$ cat src/rtl/cpu_types_pkg.sv
// Shared CPU types: register indices, pipeline-control FSM states and
// the width of the stall counter.
package cpu_types_pkg;

  typedef logic [4:0] regbits_t;

  typedef enum logic [1:0] {
    RUN   = 2'd0,
    DWAIT = 2'd1,
    HALT  = 2'd2
  } pctrl_state_t;

  localparam int STALL_CNT_W = 16;

endpackage

$ cat src/rtl/pipeline_ctrl_if.sv
// Hazard inputs and pipeline-register controls exchanged between the
// datapath (master) and the pipeline controller (slave).
interface pipeline_ctrl_if;
  import cpu_types_pkg::*;

  logic                   ihit;
  logic                   dhit;
  logic                   mem_dREN;
  logic                   mem_dWEN;
  logic                   ex_dREN;
  regbits_t               ex_wsel;
  regbits_t               id_rsel1;
  regbits_t               id_rsel2;
  logic                   id_uses_rt;
  logic                   ex_branch_taken;
  logic                   id_jump;
  logic                   mem_halt;

  logic                   pc_W;
  logic                   ifid_W;
  logic                   ifid_RST;
  logic                   idex_W;
  logic                   idex_RST;
  logic                   exmem_W;
  logic                   exmem_RST;
  logic                   memwb_W;
  logic                   halted;
  logic [STALL_CNT_W-1:0] stall_cnt;

  modport master (
    output ihit, dhit, mem_dREN, mem_dWEN, ex_dREN, ex_wsel, id_rsel1,
           id_rsel2, id_uses_rt, ex_branch_taken, id_jump, mem_halt,
    input  pc_W, ifid_W, ifid_RST, idex_W, idex_RST, exmem_W, exmem_RST,
           memwb_W, halted, stall_cnt
  );

  modport slave (
    input  ihit, dhit, mem_dREN, mem_dWEN, ex_dREN, ex_wsel, id_rsel1,
           id_rsel2, id_uses_rt, ex_branch_taken, id_jump, mem_halt,
    output pc_W, ifid_W, ifid_RST, idex_W, idex_RST, exmem_W, exmem_RST,
           memwb_W, halted, stall_cnt
  );

endinterface

$ cat src/rtl/sat_counter.sv
// Up-counter that sticks at its all-ones value instead of wrapping,
// with a synchronous active-high clear.
module sat_counter #(
  parameter int WIDTH = 16
) (
  input  logic             CLK,
  input  logic             clr,
  input  logic             en,
  output logic [WIDTH-1:0] count
);

  always_ff @(posedge CLK) begin
    if (clr)
      count <= '0;
    else if (en && (count != {WIDTH{1'b1}}))
      count <= count + WIDTH'(1);
  end

endmodule

$ cat src/rtl/pipeline_ctrl.sv
// Hazard and stall controller for the five-stage pipeline: decides every
// cycle which pipeline registers load, flush or hold.
module pipeline_ctrl
  import cpu_types_pkg::*;
(
  input  logic            CLK,
  input  logic            RST,
  pipeline_ctrl_if.slave  ctl
);

  pctrl_state_t           state;
  pctrl_state_t           next_state;
  logic                   ihit_seen;
  logic                   ihit_e;
  logic                   dwait;
  logic                   lu;
  logic                   pc_w;
  logic                   ifid_w;
  logic                   ifid_rst;
  logic                   idex_w;
  logic                   idex_rst;
  logic                   exmem_w;
  logic                   exmem_rst;
  logic                   memwb_w;
  logic [STALL_CNT_W-1:0] stall_count;

  assign ihit_e = ctl.ihit | ihit_seen;
  assign dwait  = (ctl.mem_dREN | ctl.mem_dWEN) & ~ctl.dhit;
  assign lu     = ctl.ex_dREN & (ctl.ex_wsel != '0) &
                  ((ctl.ex_wsel == ctl.id_rsel1) |
                   (ctl.id_uses_rt & (ctl.ex_wsel == ctl.id_rsel2)));

  always_ff @(posedge CLK) begin
    if (RST)
      state <= RUN;
    else
      state <= next_state;
  end

  // A fetch that completes while the PC is held must survive until the PC advances.
  always_ff @(posedge CLK) begin
    if (RST)
      ihit_seen <= 1'b0;
    else if (pc_w)
      ihit_seen <= 1'b0;
    else if (ctl.ihit)
      ihit_seen <= 1'b1;
  end

  always_comb begin
    next_state = state;
    case (state)
      RUN, DWAIT: begin
        if (ctl.mem_halt)
          next_state = HALT;
        else if (dwait)
          next_state = DWAIT;
        else
          next_state = RUN;
      end
      HALT:    next_state = HALT;
      default: next_state = RUN;
    endcase
  end

  always_comb begin
    pc_w      = 1'b0;
    ifid_w    = 1'b0;
    ifid_rst  = 1'b0;
    idex_w    = 1'b0;
    idex_rst  = 1'b0;
    exmem_w   = 1'b0;
    exmem_rst = 1'b0;
    memwb_w   = 1'b0;
    if (state != HALT) begin
      if (ctl.mem_halt) begin
        exmem_w = 1'b1;
        memwb_w = 1'b1;
      end else if (dwait) begin
        // Full freeze: everything keeps its value until memory answers.
      end else if (ctl.ex_branch_taken) begin
        pc_w     = 1'b1;
        ifid_rst = 1'b1;
        idex_rst = 1'b1;
        exmem_w  = 1'b1;
        memwb_w  = 1'b1;
      end else if (lu) begin
        idex_rst = 1'b1;
        exmem_w  = 1'b1;
        memwb_w  = 1'b1;
      end else if (ctl.id_jump && ihit_e) begin
        pc_w     = 1'b1;
        ifid_rst = 1'b1;
        idex_w   = 1'b1;
        exmem_w  = 1'b1;
        memwb_w  = 1'b1;
      end else if (ihit_e) begin
        pc_w    = 1'b1;
        ifid_w  = 1'b1;
        idex_w  = 1'b1;
        exmem_w = 1'b1;
        memwb_w = 1'b1;
      end else begin
        ifid_rst = 1'b1;
        idex_w   = 1'b1;
        exmem_w  = 1'b1;
        memwb_w  = 1'b1;
      end
    end
  end

  sat_counter #(
    .WIDTH (STALL_CNT_W)
  ) u_stall_cnt (
    .CLK   (CLK),
    .clr   (RST),
    .en    ((state != HALT) & ~pc_w),
    .count (stall_count)
  );

  assign ctl.pc_W      = pc_w;
  assign ctl.ifid_W    = ifid_w;
  assign ctl.ifid_RST  = ifid_rst;
  assign ctl.idex_W    = idex_w;
  assign ctl.idex_RST  = idex_rst;
  assign ctl.exmem_W   = exmem_w;
  assign ctl.exmem_RST = exmem_rst;
  assign ctl.memwb_W   = memwb_w;
  assign ctl.halted    = (state == HALT);
  assign ctl.stall_cnt = stall_count;

endmodule

$ cat src/flat_wrapper.sv
// flat-port wrapper written by rule: the top's interface ports become plain ports
module pipeline_ctrl_flat import cpu_types_pkg::*;
  (CLK, RST, ctl_ihit, ctl_dhit, ctl_mem_dREN, ctl_mem_dWEN, ctl_ex_dREN, ctl_ex_wsel, ctl_id_rsel1, ctl_id_rsel2, ctl_id_uses_rt, ctl_ex_branch_taken, ctl_id_jump, ctl_mem_halt, ctl_pc_W, ctl_ifid_W, ctl_ifid_RST, ctl_idex_W, ctl_idex_RST, ctl_exmem_W, ctl_exmem_RST, ctl_memwb_W, ctl_halted, ctl_stall_cnt);
  pipeline_ctrl_if ctl_i ();
  input  logic CLK;
  input  logic RST;
  input wire logic [$bits(ctl_i.ihit)-1:0] ctl_ihit;
  input wire logic [$bits(ctl_i.dhit)-1:0] ctl_dhit;
  input wire logic [$bits(ctl_i.mem_dREN)-1:0] ctl_mem_dREN;
  input wire logic [$bits(ctl_i.mem_dWEN)-1:0] ctl_mem_dWEN;
  input wire logic [$bits(ctl_i.ex_dREN)-1:0] ctl_ex_dREN;
  input wire logic [$bits(ctl_i.ex_wsel)-1:0] ctl_ex_wsel;
  input wire logic [$bits(ctl_i.id_rsel1)-1:0] ctl_id_rsel1;
  input wire logic [$bits(ctl_i.id_rsel2)-1:0] ctl_id_rsel2;
  input wire logic [$bits(ctl_i.id_uses_rt)-1:0] ctl_id_uses_rt;
  input wire logic [$bits(ctl_i.ex_branch_taken)-1:0] ctl_ex_branch_taken;
  input wire logic [$bits(ctl_i.id_jump)-1:0] ctl_id_jump;
  input wire logic [$bits(ctl_i.mem_halt)-1:0] ctl_mem_halt;
  output wire logic [$bits(ctl_i.pc_W)-1:0] ctl_pc_W;
  output wire logic [$bits(ctl_i.ifid_W)-1:0] ctl_ifid_W;
  output wire logic [$bits(ctl_i.ifid_RST)-1:0] ctl_ifid_RST;
  output wire logic [$bits(ctl_i.idex_W)-1:0] ctl_idex_W;
  output wire logic [$bits(ctl_i.idex_RST)-1:0] ctl_idex_RST;
  output wire logic [$bits(ctl_i.exmem_W)-1:0] ctl_exmem_W;
  output wire logic [$bits(ctl_i.exmem_RST)-1:0] ctl_exmem_RST;
  output wire logic [$bits(ctl_i.memwb_W)-1:0] ctl_memwb_W;
  output wire logic [$bits(ctl_i.halted)-1:0] ctl_halted;
  output wire logic [$bits(ctl_i.stall_cnt)-1:0] ctl_stall_cnt;
  assign ctl_i.ihit = ctl_ihit;
  assign ctl_i.dhit = ctl_dhit;
  assign ctl_i.mem_dREN = ctl_mem_dREN;
  assign ctl_i.mem_dWEN = ctl_mem_dWEN;
  assign ctl_i.ex_dREN = ctl_ex_dREN;
  assign ctl_i.ex_wsel = ctl_ex_wsel;
  assign ctl_i.id_rsel1 = ctl_id_rsel1;
  assign ctl_i.id_rsel2 = ctl_id_rsel2;
  assign ctl_i.id_uses_rt = ctl_id_uses_rt;
  assign ctl_i.ex_branch_taken = ctl_ex_branch_taken;
  assign ctl_i.id_jump = ctl_id_jump;
  assign ctl_i.mem_halt = ctl_mem_halt;
  assign ctl_pc_W = ctl_i.pc_W;
  assign ctl_ifid_W = ctl_i.ifid_W;
  assign ctl_ifid_RST = ctl_i.ifid_RST;
  assign ctl_idex_W = ctl_i.idex_W;
  assign ctl_idex_RST = ctl_i.idex_RST;
  assign ctl_exmem_W = ctl_i.exmem_W;
  assign ctl_exmem_RST = ctl_i.exmem_RST;
  assign ctl_memwb_W = ctl_i.memwb_W;
  assign ctl_halted = ctl_i.halted;
  assign ctl_stall_cnt = ctl_i.stall_cnt;
  pipeline_ctrl u_core (.CLK(CLK), .RST(RST), .ctl(ctl_i));
endmodule
$ cat config.mk
export PLATFORM = sky130hd
export DESIGN_NAME = pipeline_ctrl_flat
export DESIGN_NICKNAME = d
export VERILOG_FILES = /design/src/rtl/cpu_types_pkg.sv /design/src/rtl/pipeline_ctrl_if.sv /design/src/rtl/sat_counter.sv /design/src/rtl/pipeline_ctrl.sv /design/src/flat_wrapper.sv
export SDC_FILE = /design/constraint.sdc
export NUM_CORES = 1
export LEC_CHECK = 0
export ABC_CLOCK_PERIOD_IN_PS = 5100
export BUFFER_PORTS_ARGS = -buffer_cell sky130_fd_sc_hd__buf_4
export CAP_MARGIN = 20
export CORE_ASPECT_RATIO = 0.5
export CORE_UTILIZATION = 45
export CTS_CLUSTER_SIZE = 40
export DETAILED_ROUTE_END_ITERATION = 6
export GPL_TIMING_DRIVEN = 0
export HOLD_SLACK_MARGIN = 0.12
export PLACE_DENSITY = 0.76
export SYNTH_ARGS = -nofsm -noshare
export SYNTH_HDL_FRONTEND = slang
export SYNTH_HIERARCHICAL = 1
export SYNTH_SLANG_ARGS = --single-unit
$ cat constraint.sdc
create_clock -name CLK -period 5.1 [get_ports CLK]
set_input_delay 0.51 -clock CLK [delete_from_list [all_inputs] [get_ports CLK]]
set_output_delay 0.51 -clock CLK [all_outputs]
set_load 0.005 [all_outputs]
Yosys cells after proc, flatten, opt, wreduce, memory -nomap -nowiden --
Index checks and enable logic that the tools add are counted.
Storage, ports and cells: word-level logic and storage cells 62, register bits after elaboration 19, output and inout bits 25, input bits 26
Cells by class: bitwise operators 10, reductions and logical operators 6, add/subtract/negate cells 1, multiplexer cells 36, equal/unequal tests 6
Operators with widths (count):
- 1-bit 2-to-1 mux | 34
- 16-bit by 1-bit adder with 16-bit output (second input constant) | 1
- 16-bit != test (second input constant) | 1
- 5-bit equality test | 2
- 1-bit AND | 5
- 5-bit nonzero test | 1
- 2-bit case mux with 2 select lines | 1
- 2-bit OR reduction | 2
- 1-bit OR | 3
- 2-bit by 1-bit equality test with 1-bit output (second input constant) | 1
- 2-bit equality test (second input constant) | 1
- 1-bit logical AND | 2
- 2-bit zero test | 1
- 2-bit 2-to-1 mux | 1
- 2-bit != test (second input constant) | 1
- 1-bit NOT | 2

Depth between registers and ports, before layout --
Gate-level depths: netlist of the first run.
depth in word-level cells 12, gate-level depth with buffers 9, gate-level depth less buffers 8

Cells and area by module --
The synthesis of the first run kept the hierarchy.
By module, submodules not included:
- sat_counter | sequential area each 320.3 um2, area each 848.3 um2, times used 1, cells an instance 99
- pipeline_ctrl | sequential area each 60.1 um2, area each 380.4 um2, times used 1, cells an instance 50

Worst setup path after synthesis of the first run --
OpenSTA, ideal clock, no wires.
path kind input -> register, from input port ctl_ex_wsel[4], to register u_core.u_stall_cnt.count[7], data required time 5030 ps, setup slack 2358 ps, data arrival time 2672 ps, stages 8, path buffers 1, setup time 70 ps, path through xor2_1 -> nor4_2 -> a32oi_1 -> o41ai_1 -> nand2_1 -> clkbuf_1 -> or4_1 -> a21oi_1
On the way: longest elaborated chain between the ends 12, elaborated cells on any way between the ends 15, classes of those cells eq/ne (2); mux (5); bitwise (6); reduce/logical (2)
RTL lines:
- start, declared | line flat_wrapper.sv:12 | input wire logic [$bits(ctl_i.ex_wsel)-1:0] ctl_ex_wsel;
- 5-bit equality test | line pipeline_ctrl.sv:31 | (ctl.id_uses_rt & (ctl.ex_wsel == ctl.id_rsel2)));
- 1-bit AND | line pipeline_ctrl.sv:31
- 1-bit OR | line pipeline_ctrl.sv:30 | ((ctl.ex_wsel == ctl.id_rsel1) |
- 1-bit AND * | line pipeline_ctrl.sv:29 | assign lu = ctl.ex_dREN & (ctl.ex_wsel != '0) &
- 1-bit 2-to-1 mux * | line pipeline_ctrl.sv:87 | end else if (lu) begin
- 1-bit 2-to-1 mux * | line pipeline_ctrl.sv:81 | end else if (ctl.ex_branch_taken) begin
- 1-bit 2-to-1 mux * | line pipeline_ctrl.sv:79 | end else if (dwait) begin
- 1-bit 2-to-1 mux * | line pipeline_ctrl.sv:76 | if (ctl.mem_halt) begin
- 1-bit 2-to-1 mux * | line pipeline_ctrl.sv:75 | if (state != HALT) begin
- 1-bit NOT * | line pipeline_ctrl.sv:117 | .en ((state != HALT) & ~pc_w),
- 1-bit AND * | line pipeline_ctrl.sv:117
- 1-bit logical AND * | line sat_counter.sv:15 | else if (en && (count != {WIDTH{1'b1}}))
- end signal, assigned | line sat_counter.sv:16 | count <= count + WIDTH'(1);
- end, declared | line sat_counter.sv:9 | output logic [WIDTH-1:0] count
Every way passes the cells marked *; elsewhere a longest branch is shown, timed or not. A chain may end at the register's enable or synchronous reset.

Final worst setup path of the first run --
from input port ctl_ex_wsel[4], to register u_core.u_stall_cnt.count[15]
Same word-level chain as after synthesis.

==> results of run 1 <==
area by class of cell:
type                            instances  area, µm²  share of cell area [%]
Clock buffer                            4       45.0                    2.67
Multi-Input combinational cell        118        795                    47.1
Buffer                                  7       35.0                    2.08
Sequential cell                        19        380                    22.6
Inverter                                5       18.8                    1.11
Tap cell                               35       43.8                    2.60
Timing Repair Buffer                   49        368                    21.8
worst min path at each step:
stage / from / end / slack, ns / depth (start not counted)
after floorplan: u_core/state[0] / u_core/state[1] / 0.41 / 1
after global routing: ctl_mem_halt / u_core/state[0] / 0.43 / 2
after detailed placement: u_core/state[0] / u_core/state[1] / 0.43 / 1
final: ctl_mem_halt / u_core/state[0] / 0.44 / 2
after global placement: u_core/state[0] / u_core/state[1] / 0.43 / 1
after CTS: ctl_mem_halt / u_core/state[0] / 0.43 / 2
worst register-to-register path, stage by stage, from the launching register on:
cell and delay (ns):
dfxtp_1 0.33, nor2b_1 0.13, clkbuf_1 0.14, o41ai_1 0.91, nand2_1 0.18, clkbuf_1 0.26, or4_1 0.52, a21oi_1 0.15
layer usage:
metal / vias to the layer above / share of wire (%) / wire length (µm)
met5: - / 0 / 0
met4: 0 / 0 / 0
met3: 0 / 10 / 309
met2: 44 / 43 / 1320
met1: 563 / 47 / 1420
li1: 667 / - / -
power by group through the flow:
stage / logic (mW) / registers, mW / clock network (mW)
2_1_floorplan: 0.0296 / 0.159 / 0
3_5_place_dp: 0.0629 / 0.159 / 0
4_1_cts: 0.0630 / 0.156 / 0.108
3_3_place_gp: 0.0615 / 0.159 / 0
5_1_grt: 0.0690 / 0.157 / 0.113
6_report: 0.0626 / 0.156 / 0.105
flip-flops by register name (all words and copies together), names as in the netlist:
| register | cells |
|---|---|
| u_core/u_stall_cnt/count | 16 |
| u_core/ihit_seen | 1 |
| u_core/state | 2 |
stage by stage:
step	total power, mW	hold WS (ns)	instances
global placement	0.221	0.430	233
floorplan	0.188	0.414	149
global route	0.339	0.433	237
finish	0.324	0.439	237
CTS	0.327	0.431	237
detailed placement	0.222	0.430	233
layout by cell type, fill, tap and decap left out, types with 3 or more instances in the layout:
cell type and n:
a21oi_1 13, and4_1 3, buf_4 51, clkbuf_1 4, clkbuf_8 3, dfxtp_1 19, inv_1 5, nand2_1 7
nand3_1 6, nand4_1 3, nor2_1 12, nor2b_1 3, nor3_1 6, nor4_1 4, o21ai_0 4, o31ai_1 6
or3_1 4, or4_1 7, xnor2_1 3, xor2_1 9
kinds of logic (layout without fill, tap and decap cells):
| family | after synthesis | count (layout) | synth area share [%] |
|---|---|---|---|
| and+or+nand+nor | 68 | 68 | 35.2 |
| AOI/OAI and AO/OA | 34 | 34 | 17.8 |
| DFF | 19 | 19 | 31.0 |
| xor gates and xnor gates | 12 | 12 | 8.55 |
| buffers and inverters | 12 | 65 | 4.38 |
| muxes | 2 | 2 | 1.73 |
| adders and majority gates | 1 | 1 | 1.02 |
| other | 1 | 1 | 0.305 |
==> qor.txt, run 1 <==
ys async rst share - 0%
number of DRC markers in iteration 0 - 13
RD Place Congestion - 0.801
Design Area, Final - 0.00169 mm²
final setup fails - 0
crit path kind - primary input to flip-flop
RSZ-0062 raised after global routing - no
switching pwr - 0.0823 mW
pre-CTS WS - 1.86 ns
clk_lat worst skew - 0.26 ns
Hold Path Class - primary input to flip-flop
antenna violations before repair - 0
IO Pins - 51
cell breakdown of the critical path - buf_4 -> xor2_1 -> nor4_2 -> a32oi_1 -> o41ai_1 -> nand2_1 -> clkbuf_1 -> or4_1 -> a21oi_1
share of cells above drive strength 1 - 32.2%
period utilisation layout - 59.1%
Buf+Inv Stages, Crit Path - 2
skew final - 0.00571 ns
Pint - 0.242 mW
Root Buffer - clkbuf_8
CTS resizes - 0
Global Route met1 Usage - 28.2%
Crit path max-delay family - compound AO/OA/AOI/OAI gates
Worst slew margin - 33.6%
Fillers - 219
drc violations - 0
htree depth - 1
vias in the first global route - 1062
FMAX - 0.332 GHz
Routed Antenna Nets - 0
Total Routed Length - 3050 µm
die area - 0.00296 mm²
DR pass1 iterations - 4
CTS Hold Buffers Added - 0
Post-synth EDFFs - 0
GR Util met3 - 4.95%
die width - 75.9 µm
Cells after Synth - 149
Critical Path Start - ctl_ex_wsel[4]
TritonCTS clock tree - built
Worst Max-Slew Pin Slew - 0.983 ns
most crowded layer after global routing - met2
biggest area consumer among synthesized cells - dfxtp_1
CP Depth - 9
worst setup margin - 2.09 ns
reg2reg end - u_core/u_stall_cnt/count[15]
minimum clock period - 3.01 ns
DPL Wire Length - 2400 µm
worst path arrival time - 3.21 ns
type of origin of the critical path - primary input
met2 usage - 36.1%
GRT overflow - 0
top cells by area, synth - dfxtp_1, xor2_1, a21oi_1, or4_1, nor2_1
#FFs+latches synth - 19
syn_area_per_cell - 8.25 µm²
Sequential Power Share - 48.1%
register area share after synthesis - 31.0%
max-slew violations - 0
Worst VDD drop - 0.000160 V
post-synthesis cell type count - 45
worst r2r src - u_core/state[1]
# diodes - 0
largest net degree at the start of global routing - 11
reg2reg path depth - 7
dpl cell area - 0.00164 mm²
Nets - 230
first-pass GRT wire length - 4640 µm
Vias/cell - 5.38
most frequent cell after synthesis - dfxtp_1
CTS Buf Count - 3
Max Cap Viol - 0
Max clock buf depth - 2
Synth Net Count - 176
Post-synth top cells - dfxtp_1, a21oi_1, nor2_1
port bufs - 49
yosys warns - 6
fin util - 70.6%
PD cells - 192 mW/mm²
Setup TNS - 0 ns
delay of the slowest critical-path stage - 0.83 ns
CTS Sinks - 19
Clock power frac - 32.5%
Synth Cell Area - 0.00123 mm²
Starting Density - 51.5%
GRT Util Overall - 21.2%
# Post-CTS Setup Buffers - 0
post-synth top area share - 31.0%
Clock transition at path regs - 0.07 ns
Cell Rows - 12
status - finished, final reports clean
Layout area overhead - 37.2%
Crit Path Max Fanout - 10
critical path's slowest cell - o41ai_1
WP data required - 5.29 ns
sw frac - 25.4%
LEAKAGE - 0.681 nW
dominant synthesized flop cell - dfxtp_1
Routed WL per cell - 12.9 µm
via count - 1274
core area - 0.00239 mm²
Setup crit end - u_core/u_stall_cnt/count[15]
Final Hold Violating Endpoints - 0
die extent in y - 39.0 µm
combinational share of power - 19.3%
R2R setup slack - 2.43 ns
CP Capture Type - flip-flop
(Power assumes the default switching activity.)
==> run 2: changes to the inputs <==
Settings changed: ABC_AREA set to 1, ABC_CLOCK_PERIOD_IN_PS 5100 to 2840, PLACE_DENSITY 0.76 to 0.74.
Clock period 5.1 ns to 2.84 ns, I/O delays scaled along.
==> run 2 against run 1 <==
Against the previous run: die area grew 14%; sequential share of layout area shrank 2.3 points; sequential power grew 81%; first-iteration DRC count grew to 4.6 times the previous value; global-route usage shrank 0.34 points; combinational power grew 140%; total power grew 93%; synthesized cell count grew 68%; worst setup slack lost 1.3 ns.
==> qor.txt, run 2 <==
minimum clock period - 2.06 ns
FMAX - 0.484 GHz
core area - 0.00278 mm² (+17%)
Critical Path Start - u_core/ihit_seen
via count - 1576 (+24%)
most frequent cell after synthesis - nand2_1
drc violations - 0 (unchanged)
# diodes - 0 (unchanged)
Total Routed Length - 3420 µm (+12%)
Worst VDD drop - 0.000221 V (+38%)
Compound-Gate Fraction of Synth Area - 5.93% (-12 points)
Synth Cell Area - 0.00141 mm² (+15%)
Cells after Synth - 250 (+68%)
Post-Synth Simple-Gate Area - 53.6% (+18 points)
period utilisation layout - 72.7%
RSZ-0062 raised after global routing - no
final setup fails - 0 (unchanged)
Hold Path Class - primary input to flip-flop
max FFs per register - 16 (unchanged)
Sequential Power Share - 45.4% (-2.7 points)
PD cells - 333 mW/mm² (+73%)
#FFs+latches synth - 19 (unchanged)
die extent in y - 41.6 µm (+6.9%)
register area share after synthesis - 26.9% (-4.1 points)
type of origin of the critical path - flip-flop
number of DRC markers in iteration 0 - 60 (+47)
GRT Util Overall - 20.9% (-0.34 points)
syn_area_per_cell - 5.66 µm² (-31%)
Root Buffer - clkbuf_8
met3 wire len - 300 µm (-2.9%)
most used cells in the layout excluding fill and tap cells - nand2_1, buf_4, nor2_1
clk_lat worst skew - 0.26 ns (about the same)
fin util - 67.3% (-3.3 points)
Biggest register - u_core/u_stall_cnt/count
Setup TNS - 0 ns (unchanged)
DPL Wire Length - 2690 µm (+12%)
die width - 81.3 µm (+7.1%)
CTS Hold Buffers Added - 0 (unchanged)
skew final - 0.00473 ns (-0.000982 ns)
# Post-CTS Setup Buffers - 0 (unchanged)
sw frac - 28.2% (+2.8 points)
CTS resizes - 0 (unchanged)
worst path arrival time - 2.22 ns (-0.99 ns)
antenna violations before repair - 0 (unchanged)
multiplexer share of the synthesized area - 0% (-1.7 points)
largest registers - u_core/u_stall_cnt/count (16), u_core/state (2), u_core/ihit_seen (1)
DR pass1 iterations - 4 (unchanged)
yosys warns - 6 (unchanged)
Nets - 331 (+44%)
Max clock buf depth - 2 (unchanged)
CTS Buf Count - 3 (unchanged)
leading cell type in the layout, fill and taps excluded - nand2_1
RD Place Congestion - 0.838 (+4.7%)
LEAKAGE - 1.01 nW (+49%)
post-synth top area share - 26.9% (-4.1 points)
share of cells above drive strength 1 - 27.1% (-5.1 points)
met2 wire length - 1560 µm (+18%)
CTS Sinks - 19 (unchanged)
largest family of logic cells by synthesized area - simple AND/OR/NAND/NOR gates
ys async rst share - 0% (unchanged)
port bufs - 49 (unchanged)
Clock transition at path regs - 0.07 ns (about the same)
htree depth - 1 (unchanged)
IO Pins - 51 (unchanged)
largest net degree at the start of global routing - 11 (unchanged)
post-synthesis cell type count - 25 (-44%)
WHS - 0.223 ns (-0.216 ns)
first-pass GRT wire length - 5390 µm (+16%)
Routed Antenna Nets - 0 (unchanged)
DR top layer - met4
vias in the first global route - 1314 (+24%)
Synth Net Count - 277 (+57%)
WP data required - 3.00 ns (-2.29 ns)
Post-synth EDFFs - 0 (unchanged)
Pint - 0.449 mW (+86%)
hold path start - RST
Crit Path Max Fanout - 10 (unchanged)
max-slew violations - 0 (unchanged)
Post-Synth Adder-Cell Area - 0.885% (-0.13 points)
Routed WL per cell - 10.1 µm (-22%)
Vias/cell - 4.64 (-14%)
top cells by area, synth - dfxtp_1, nand2_1, nor2_1, inv_1, nand3_1
WL met1 - 1520 µm (+7.0%)
crit path kind - flip-flop to flip-flop
combinational share of power - 23.8% (+4.5 points)
switching pwr - 0.176 mW (+110%)
R2R setup slack - 0.78 ns (-1.65 ns)
Max Cap Viol - 0 (unchanged)
TritonCTS clock tree - built
status - finished, final reports clean
XOR/XNOR Fraction of Synth Area - 0.619% (-7.9 points)
Layout area overhead - 32.5%
GRT overflow - 0 (unchanged)
Clock power frac - 30.8% (-1.7 points)
biggest area consumer among synthesized cells - dfxtp_1
CP Capture Type - flip-flop
Starting Density - 50.8% (-0.64 points)
worst r2r src - u_core/ihit_seen
Final Hold Violating Endpoints - 0 (unchanged)
Post-synth top cells - nand2_1, nor2_1, inv_1
dominant synthesized flop cell - dfxtp_1
Cell Rows - 13 (+1)
die area - 0.00338 mm² (+14%)
==> run 2: cell count changes after synthesis, sizes merged, moves of 4 or more <==
| cell | before | now |
|---|---|---|
| or4 | 8 | 0 |
| nor4 | 6 | 0 |
| or3 | 4 | 0 |
| o31ai | 6 | 0 |
| nor2 | 13 | 61 |
| nand2 | 8 | 89 |
| nand3 | 6 | 16 |
| nor3 | 8 | 1 |
| inv | 5 | 38 |
| xor2 | 9 | 0 |
==> run 2: area by class of cell <==
class / count / area, µm²
plain buffers: 4 / 23.8
well taps: 37 / 46.3
multi-input cells: 189 / 867
repair buffers: 49 / 368
flip-flops and latches: 19 / 380
fillers: 262 / 908
inverters: 38 / 143
clock buffers: 4 / 45.0
==> run 2: logic make-up (layout without fill, tap and decap cells) <==
| logic type | count (synthesis) | count (layout) |
|---|---|---|
| flops | 19 | 19 |
| compound gates | 15 | 15 |
| simple gates | 171 | 171 |
| fa+ha+maj | 1 | 1 |
| buf+inv | 42 | 95 |
| xor+xnor | 1 | 1 |
| other cells | 1 | 1 |
==> run 2: worst paths after layout <==
| kind | to | depth (start not counted) |
|---|---|---|
| worst max-delay path | u_core/u_stall_cnt/count[14] | 10 |
| worst min-delay path | u_core/u_stall_cnt/count[8] | 2 |
| worst max register to register | u_core/u_stall_cnt/count[14] | 10 |
| worst min register to register | u_core/state[0] | 3 |
==> run 2: per-stage QoR <==
stage | setup slack (ns) | area [µm²] | cells | power [mW]
after global placement | 0.605 | 1830 | 336 | 0.434
after CTS | 0.768 | 1870 | 340 | 0.635
after detailed placement | 0.545 | 1830 | 336 | 0.438
after global routing | 0.570 | 1870 | 340 | 0.664
final | 0.776 | 1870 | 340 | 0.624
after floorplan | 1.03 | 1410 | 250 | 0.370
==> run 2: critical path, stage by stage, from the launching register on <==
cell and delay, ns:
dfxtp_1 0.30, or2_2 0.32, nand2_2 0.09, nand2_2 0.06, a21oi_2 0.15, clkbuf_1 0.38
nand3_1 0.25, nor2_1 0.20, nand3_1 0.09, nand2_1 0.07, nor2_1 0.04
==> run 2: power by group through the flow <==
stage                     combinational [mW]  sequential (mW)  clock, mW
after floorplan                       0.0814            0.288          0
after global placement                 0.146            0.289          0
after detailed placement               0.149            0.289          0
after CTS                              0.150            0.283      0.202
after global routing                   0.168            0.285      0.212
final                                  0.149            0.283      0.192
==> run 2: routing by layer <==
| layer | GRT usage, % | vias up |
|---|---|---|
| met1 | 24.0 | 660 |
| met5 | 0 | - |
| met3 | 8.57 | 4 |
| li1 | - | 859 |
| met2 | 34.7 | 53 |
| met4 | 7.50 | 0 |
==> run 3: changes to the inputs <==
Settings changed: ABC_CLOCK_PERIOD_IN_PS 2840 to 1850, PLACE_DENSITY 0.74 to 0.76.
Clock period 2.84 ns to 1.85 ns, I/O delays scaled along.
==> run 3 against run 2 <==
Against the previous run: highest routed layer unchanged; combinational power increased by 54%; critical path type unchanged; global-route usage rose by 0.21 points; fmax is 21% higher; non-clock buffer count is the same; first-iteration DRC count rose by 45%; final area increased by 0.87%; hold slack lost 0.091 ns; count of clock-buffer cells in the layout unchanged; die area stayed put; worst setup slack got worse by 0.63 ns; via count rose by 2.1%.
==> qor.txt, run 3 (synthesized netlist as in run 2, its figures left out) <==
Clock transition at path regs - 0.07 ns (about the same)
vias in the first global route - 1409 (+7.2%)
Cell Rows - 13 (unchanged)
max FFs per register - 16 (unchanged)
die width - 81.3 µm (unchanged)
die area - 0.00338 mm² (unchanged)
Setup TNS - 0 ns (unchanged)
die extent in y - 41.6 µm (unchanged)
# Post-CTS Setup Buffers - 0 (unchanged)
final setup fails - 0 (unchanged)
Vias/cell - 4.73 (+2.1%)
WP data required - 2.00 ns (-1.00 ns)
IO Pins - 51 (unchanged)
antenna violations before repair - 0 (unchanged)
GRT Util Overall - 21.1% (+0.21 points)
skew final - 0.00272 ns (-0.00201 ns)
Clock power frac - 30.2% (-0.6 points)
Routed Antenna Nets - 0 (unchanged)
CTS Buf Count - 3 (unchanged)
switching pwr - 0.262 mW (+49%)
CTS resizes - 1 (+1)
Power, Total - 0.953 mW (+53%)
Design Area, Final - 0.00189 mm² (+0.87%)
reg2reg path depth - 10 (unchanged)
largest net degree at the start of global routing - 11 (unchanged)
Non-Filler Instances - 340 (unchanged)
share of cells above drive strength 1 - 28.7% (+1.7 points)
via count - 1609 (+2.1%)
Crit Path Max Fanout - 10 (unchanged)
# diodes - 0 (unchanged)
DP Cell Count - 336 (unchanged)
worst setup margin - 0.146 ns (-0.630 ns)
Routed WL per cell - 9.83 µm (-2.3%)
GRT overflow - 0 (unchanged)
RD Place Congestion - 0.885 (+5.6%)
type of origin of the critical path - flip-flop
CTS Sinks - 19 (unchanged)
Biggest register - u_core/u_stall_cnt/count
Worst VDD drop - 0.000463 V (+110%)
period utilisation layout - 92.1% (+19 points)
Fillers - 270 (+3.1%)
reg2reg end - u_core/u_stall_cnt/count[14]
combinational share of power - 24.2% (+0.4 points)
Max clock buf depth - 2 (unchanged)
core area - 0.00278 mm² (unchanged)
LEAKAGE - 1.02 nW (+0.34%)
status - finished, final reports clean
number of DRC markers in iteration 0 - 87 (+45%)
FMAX - 0.587 GHz (+21%)
most used cells in the layout excluding fill and tap cells - nand2_1, buf_4, nor2_1
Final Hold Violating Endpoints - 0 (unchanged)
Hold Path Class - primary input to flip-flop
CTS Hold Buffers Added - 0 (unchanged)
Layout area overhead - 33.6%
Starting Density - 50.8% (unchanged)
sw frac - 27.5% (-0.67 points)
max-slew violations - 0 (unchanged)
worst r2r src - u_core/ihit_seen
Pint - 0.691 mW (+54%)
Sequential Power Share - 45.6% (+0.2 points)
port bufs - 49 (unchanged)
drc violations - 0 (unchanged)
DR pass1 iterations - 4 (unchanged)
DPL Wire Length - 2740 µm (+2.1%)
Total Routed Length - 3340 µm (-2.3%)
dpl cell area - 0.00183 mm² (unchanged)
pre-CTS WS - -0.322 ns (-0.867 ns)
RSZ-0062 raised after global routing - no
Nets - 331 (unchanged)
htree depth - 1 (unchanged)
TritonCTS clock tree - built
CP Capture Type - flip-flop
Hold Path Sink - u_core/u_stall_cnt/count[8]
clk_lat worst skew - 0.25 ns (about the same)
Worst Hold Depth - 2 (unchanged)
leading cell type in the layout, fill and taps excluded - nand2_1
Max Cap Viol - 0 (unchanged)
R2R setup slack - 0.15 ns (-0.63 ns)
Root Buffer - clkbuf_8
first-pass GRT wire length - 5660 µm (+5.1%)
hold path start - RST
largest registers - u_core/u_stall_cnt/count (16), u_core/state (2), u_core/ihit_seen (1)
minimum clock period - 1.70 ns (-0.360 ns)
PD cells - 504 mW/mm² (+51%)
crit path kind - flip-flop to flip-flop
worst path arrival time - 1.85 ns (-0.37 ns)
## run 3: cell types whose count changed in the layout (fill, tap and decap cells not counted), sizes merged
cell,before,now
clkbuf,5,4
buf,52,53
## run 3: how the worst max path moves through the flow
stage          depth (start not counted)              from                           end
6_report                              10  u_core/ihit_seen  u_core/u_stall_cnt/count[14]
5_1_grt                               10  u_core/ihit_seen  u_core/u_stall_cnt/count[14]
4_1_cts                               10  u_core/ihit_seen  u_core/u_stall_cnt/count[14]
3_5_place_dp                          17    ctl_ex_wsel[0]  u_core/u_stall_cnt/count[14]
3_3_place_gp                          16    ctl_ex_wsel[4]  u_core/u_stall_cnt/count[14]
2_1_floorplan                         10  u_core/ihit_seen  u_core/u_stall_cnt/count[10]
## run 3: stage by stage
| stage | hold slack, ns | util, % |
|---|---|---|
| after floorplan | 0.254 | - |
| after global placement | 0.390 | 65.7 |
| after detailed placement | 0.399 | 65.7 |
| after CTS | 0.127 | 67.4 |
| after global routing | 0.128 | 67.9 |
| final | 0.131 | 67.9 |
## run 3: worst max-delay path, cell delays in order (launching register included)
cell and delay, ns:
dfxtp_1 0.30, or2_2 0.32, nand2_2 0.09, nand2_2 0.06, a21oi_2 0.15, buf_4 0.19, nand3_2 0.15, nor2_2 0.15
nand3_1 0.09, nand2_1 0.07, nor2_1 0.04
## run 3: layer usage
metal  routed length (µm)  track usage, %
met1                 1450            24.8
met2                 1580            36.2
met4                   23            3.93
met5                    0               0
met3                  288            8.35
## run 3: power groups by stage
stage	sequential, mW	combinational (mW)	clock [mW]
floorplan	0.442	0.125	0
global placement	0.444	0.223	0
detailed placement	0.444	0.228	0
CTS	0.435	0.229	0.297
global route	0.437	0.261	0.316
finish	0.435	0.230	0.287
## run 3: final cells by class
cell class	count	area, µm²	share of cell area, %
sequential	19	380	20.1
clock buffer	4	45.0	2.38
multi-input combinational	189	880	46.6
timing repair buffer	49	368	19.5
buffer	4	27.5	1.46
inverter	38	143	7.55
tap	37	46.3	2.45
